`src/rtl/led_matrix_scan.sv`:
```
// led_matrix_scan: double-buffered, row-multiplexed LED matrix driver.
// An image arrives over a valid/ready handshake into a pending buffer. It is
// promoted to the active buffer only at a frame boundary, so a frame never
// tears. Every row gets a blanking gap with all rows off, then a dwell period
// with its row driver on and its pixels on the column drivers.
module led_matrix_scan #(
    parameter int ROWS           = 6,
    parameter int COLS           = 6,
    parameter int DWELL_CYCLES   = 2000,
    parameter int BLANK_CYCLES   = 8,
    parameter int ROW_ACTIVE_LOW = 1
) (
    input  logic                 clk,
    input  logic                 rst_n,
    input  logic [ROWS*COLS-1:0] img_in,
    input  logic                 img_valid,
    output logic                 img_ready,
    output logic [ROWS-1:0]      row_sel,
    output logic [COLS-1:0]      col_data,
    output logic                 frame_start
);

    localparam int CNT_MAX = (DWELL_CYCLES > BLANK_CYCLES) ? DWELL_CYCLES : BLANK_CYCLES;
    localparam int CNT_W   = $clog2(CNT_MAX + 1);
    localparam int ROW_W   = (ROWS > 1) ? $clog2(ROWS) : 1;

    localparam logic [CNT_W-1:0] BLANK_LAST = CNT_W'(BLANK_CYCLES - 1);
    localparam logic [CNT_W-1:0] DWELL_LAST = CNT_W'(DWELL_CYCLES - 1);
    localparam logic [ROW_W-1:0] ROW_LAST   = ROW_W'(ROWS - 1);
    localparam logic [ROWS-1:0]  ROWS_OFF   = (ROW_ACTIVE_LOW != 0) ? {ROWS{1'b1}} : {ROWS{1'b0}};

    typedef enum logic [1:0] {
        IDLE,
        BLANK,
        DRIVE
    } state_t;

    state_t               state;
    logic [ROW_W-1:0]     row;
    logic [CNT_W-1:0]     cnt;
    logic [ROWS*COLS-1:0] pending;
    logic [ROWS*COLS-1:0] active;
    logic                 pending_full;

    // Row driver pattern selecting row r, honouring the driver polarity.
    function automatic logic [ROWS-1:0] row_drive(input logic [ROW_W-1:0] r);
        logic [ROWS-1:0] onehot;
        onehot = ROWS'(1) << r;
        return (ROW_ACTIVE_LOW != 0) ? ~onehot : onehot;
    endfunction

    // Ready is simply "pending buffer is empty"; it comes straight off a flop.
    assign img_ready = ~pending_full;

    // Handshake capture, buffer swap and the IDLE/BLANK/DRIVE scan sequencer.
    always_ff @(posedge clk or negedge rst_n) begin
        if (!rst_n) begin
            state        <= IDLE;
            row          <= '0;
            cnt          <= '0;
            pending      <= '0;
            active       <= '0;
            pending_full <= 1'b0;
            row_sel      <= ROWS_OFF;
            col_data     <= '0;
            frame_start  <= 1'b0;
        end else begin
            frame_start <= 1'b0;

            // A swap needs pending_full=1 and an accept needs it 0, so the two
            // updates of pending_full below can never collide.
            if (img_valid && !pending_full) begin
                pending      <= img_in;
                pending_full <= 1'b1;
            end

            case (state)
                IDLE: begin
                    if (pending_full) begin
                        state        <= BLANK;
                        row          <= '0;
                        cnt          <= '0;
                        active       <= pending;
                        pending_full <= 1'b0;
                        frame_start  <= 1'b1;
                    end
                end

                BLANK: begin
                    if (cnt == BLANK_LAST) begin
                        state    <= DRIVE;
                        cnt      <= '0;
                        row_sel  <= row_drive(row);
                        col_data <= active[int'(row)*COLS +: COLS];
                    end else begin
                        cnt <= cnt + 1'b1;
                    end
                end

                DRIVE: begin
                    if (cnt == DWELL_LAST) begin
                        state    <= BLANK;
                        cnt      <= '0;
                        row_sel  <= ROWS_OFF;
                        col_data <= '0;
                        if (row == ROW_LAST) begin
                            // Frame boundary: the only place a new image may take over.
                            row         <= '0;
                            frame_start <= 1'b1;
                            if (pending_full) begin
                                active       <= pending;
                                pending_full <= 1'b0;
                            end
                        end else begin
                            row <= row + 1'b1;
                        end
                    end else begin
                        cnt <= cnt + 1'b1;
                    end
                end

                default: begin
                    state    <= IDLE;
                    row_sel  <= ROWS_OFF;
                    col_data <= '0;
                end
            endcase
        end
    end

endmodule

```
`config.mk`:
```
export PLATFORM = sky130hd
export DESIGN_NAME = led_matrix_scan
export DESIGN_NICKNAME = d
export VERILOG_FILES = /design/src/rtl/led_matrix_scan.sv
export SDC_FILE = /design/constraint.sdc
export NUM_CORES = 1
export LEC_CHECK = 0
export CORE_AREA = 2 2 105 107
export CTS_BUF_LIST = sky130_fd_sc_hd__clkbuf_16
export CTS_CLUSTER_DIAMETER = 120
export DETAILED_ROUTE_END_ITERATION = 8
export DIE_AREA = 0 0 107 109
export PLACE_DENSITY = 0.67
export RECOVER_POWER = 25
export SLEW_MARGIN = 0
export SYNTH_ARGS = -nofsm -noshare
export SYNTH_HDL_FRONTEND = slang
export SYNTH_SLANG_ARGS = --single-unit
export TNS_END_PERCENT = 50
```
`constraint.sdc`:
```
create_clock -name clk -period 2.1 [get_ports clk]
set_input_delay 0.42 -clock clk [delete_from_list [all_inputs] [get_ports clk]]
set_output_delay 0.42 -clock clk [all_outputs]
set_load 0.01 [all_outputs]
```
==> flow_metrics.tcl <==
set metrics [dict create \
    multi_input_area_um2 1970 \
    crit_path_max_fanout 12 \
    p_int_mw 5.68 \
    globalRoute.totalOverflow 0 \
    min_period_over_period_pct 98.2 \
    endpoint_kind "register" \
    core-area_um2 10600 \
    die_w_um 107 \
    pre_cts_ws_ns 0.0392 \
    fillers 913 \
    combPwrFrac_pct 40.0 \
    dominant_register_cell_in_the_synthesized_netlist "sky130_fd_sc_hd__dfrtp_1" \
    clk_pin_slew_ns 0.07 \
    core.rowCount 38 \
    area_delta_synth_final_pct 25.9 \
    slew_at_the_pin_closest_to_its_max_slew_limit_ns 0.989 \
    critPathRequiredTime_ns 2.33 \
    asyncSetResetFlopFracSynth_pct 100 \
    clock-sinks 102 \
    portion_of_the_post_synthesis_area_used_by_sequential_elements_pct 55.4 \
    routed_length_per_instance_um 15.4 \
    grt_max_degree 42 \
    cts_root_buf "sky130_fd_sc_hd__clkbuf_16" \
    postSynthCellCount 352 \
    detailed_place_hpwl_mm 6.26 \
    final_core_utilization_pct 54.9 \
    design.die.area_um2 11700 \
    dpl-instance-area_um2 5490 \
    p_sw_mw 2.57 \
    max_freq_mhz 485 \
    power.leakage_nw 2.44 \
    cts_tree "built" \
    post_syn_area_um2 4620 \
    power_density_over_cell_area_nw_per_um2 1420 \
    ys_warn_count 0 \
    cts_inserted_buffers 9 \
    drt-pass1-iter-count 4 \
    ios 53 \
    port_buffers 52 \
    drt-initial-drc-count 100 \
    maxCapViolations 0 \
    vias 2964 \
    first_pass_grt_wire_length_mm 14.6 \
    number_of_hold_buffers_added_after_cts 0 \
    synth_edf_count 0 \
    grt_pass1_vias 3008 \
    report.final.hold_viol_count 0 \
    grtUsageTotal_pct 16.1 \
    worst_clock_skew_ns 0.00900 \
    stdcell_area_um2 5820 \
    ir_worst_vdd_uv 590 \
    yosys.cell_types.count 44 \
    wirelength_mm 8.83 \
    antenna-diode-count 0 \
    ant_nets 0 \
    worst_ep_arrival_time_ns 2.29 \
    timing.final.crit_period_ns 2.06 \
    timing.final.max_slew_violations 0 \
    cts_h_tree_lvls 3 \
    postSynthRegisterBits 102 \
    die_y_um 109 \
    part_of_the_power_in_registers_pct 39.4 \
    outcome "completed" \
    hold_ws_ns 0.222 \
    syn_avg_cell_area_um2 13.1 \
    fraction_of_layout_cells_with_a_size_suffix_above_1_pct 34.5 \
    drt_drc_violations_left 0 \
    final_critical_path_setup_slack_ns 0.0381 \
    worstHoldPathType "primary input to asynchronous set/reset pin" \
    fin_nets 473 \
    number_of_buffers_on_the_longest_clock_path 2 \
    crit_type "register to register" \
    p_clk_share_pct 20.6 \
    clock_insertion_delay_worst_skew_ns 0.35 \
    critical_path.startpoint_type "register" \
    initial_core_util_pct 43.6 \
    finalWeightedCongestion 0.915 \
    slew_headroom_pct 34.1 \
    sw_frac_of_total_pct 31.2 \
    sequential_cell_area_in_the_final_layout_um2 2560 \
    drt-vias-per-instance 5.18 \
    syn-num-nets 398 \
    antenna_found_initial 0 \
    setup_viol_count_final 0 \
]
-- sequential cells by signal, summed over array words and instances (netlist names) --
name,flops
frame_start,1
state,2
col_data,6
cnt,11
pending_full,1
active,36
row,3
pending,36
row_sel,6
-- timing repair --
| item | CTS | global route |
|---|---|---|
| resized for setup | 0 | 4 |
| endpoints found under the setup margin | 0 | 6 |
| setup buffers | 0 | 3 |
-- placed cells by master, fill, tap and decap left out, types with 7 or more instances in the layout --
cell and n:
sky130_fd_sc_hd__and2_1 9, sky130_fd_sc_hd__clkbuf_16 9, sky130_fd_sc_hd__buf_4 22, sky130_fd_sc_hd__inv_1 15, sky130_fd_sc_hd__nor3_1 8, sky130_fd_sc_hd__dfrtp_1 96, sky130_fd_sc_hd__mux2i_1 14, sky130_fd_sc_hd__clkdlybuf4s50_1 51
sky130_fd_sc_hd__nand2_1 13, sky130_fd_sc_hd__mux2_2 80, sky130_fd_sc_hd__o21ai_0 14, sky130_fd_sc_hd__ha_1 7, sky130_fd_sc_hd__nor2_1 14
-- Yosys cell counts, types with 7 or more instances --
cell / count / area share [%]
sky130_fd_sc_hd__dfrtp_1: 96 / 52
sky130_fd_sc_hd__and2_1: 9 / 1.2
sky130_fd_sc_hd__clkbuf_1: 10 / 0.81
sky130_fd_sc_hd__mux2_2: 80 / 20
sky130_fd_sc_hd__ha_1: 7 / 1.9
sky130_fd_sc_hd__inv_1: 15 / 1.2
sky130_fd_sc_hd__nor3_1: 9 / 0.98
sky130_fd_sc_hd__mux2i_1: 14 / 3.0
sky130_fd_sc_hd__nand2_1: 13 / 1.1
sky130_fd_sc_hd__nor2_1: 14 / 1.1
sky130_fd_sc_hd__o21ai_0: 14 / 1.5
-- final timing paths --
path                       slack [ns]  cells after the start       start          end
min                              0.22                      1       rst_n       cnt[3]
min reg2reg                      0.47                      2  row_sel[4]   row_sel[4]
min in group clk                 0.47                      2  row_sel[4]   row_sel[4]
max                              0.04                      6     cnt[10]  col_data[0]
max in group asynchronous        0.44                      2       rst_n   active[10]
max reg2reg                      0.04                      6     cnt[10]  col_data[0]
-- per-layer routing --
metal  global-route usage, %  vias to the layer above  wire, um
met5                       0                        -         0
met4                    7.24                        0       165
met3                    2.69                       12       336
met2                    25.0                       66      4100
met1                    22.4                     1474      4230
li1                        -                     1412         -
-- layout make-up --
cell class / count / area share (%)
Clock buffer: 9 / 3.87
Clock inverter: 7 / 1.36
Sequential cell: 102 / 44.0
Multi-Input combinational cell: 220 / 33.9
Inverter: 15 / 0.968
Tap cell: 140 / 3.01
Timing Repair Buffer: 79 / 12.9
-- per-stage QoR --
| step | total power [mW] | setup TNS [ns] | instances |
|---|---|---|---|
| after floorplan | 5.45 | 0 | 352 |
| after global placement | 6.46 | 0 | 553 |
| after detailed placement | 6.59 | 0 | 553 |
| after CTS | 8.30 | 0 | 569 |
| after global routing | 8.77 | -0.0338 | 572 |
| final | 8.25 | 0 | 572 |
-- cell families after synthesis --
| kind of cell | synth area share (%) |
|---|---|
| flops | 55.4 |
| mux | 26.0 |
| buf+inv | 2.71 |
| simple gates | 9.70 |
| compound gates | 4.23 |
| fa+ha+maj | 1.90 |
-- power by group through the flow --
stage               combinational [mW]  clock [mW]  sequential [mW]
floorplan                         2.29           0             3.16
global placement                  3.19           0             3.27
detailed placement                3.29           0             3.30
CTS                               3.30        1.73             3.27
global route                      3.59        1.82             3.36
finish                            3.30        1.70             3.25
-- critical path: stages, from the launching register on --
cell                      delay, ns
sky130_fd_sc_hd__dfrtp_1       0.38
sky130_fd_sc_hd__buf_4         0.15
sky130_fd_sc_hd__nor4_1        0.45
sky130_fd_sc_hd__a31oi_2       0.22
sky130_fd_sc_hd__nor3_2        0.23
sky130_fd_sc_hd__buf_12        0.18
sky130_fd_sc_hd__mux2_2        0.33
(Power assumes the default switching activity.)
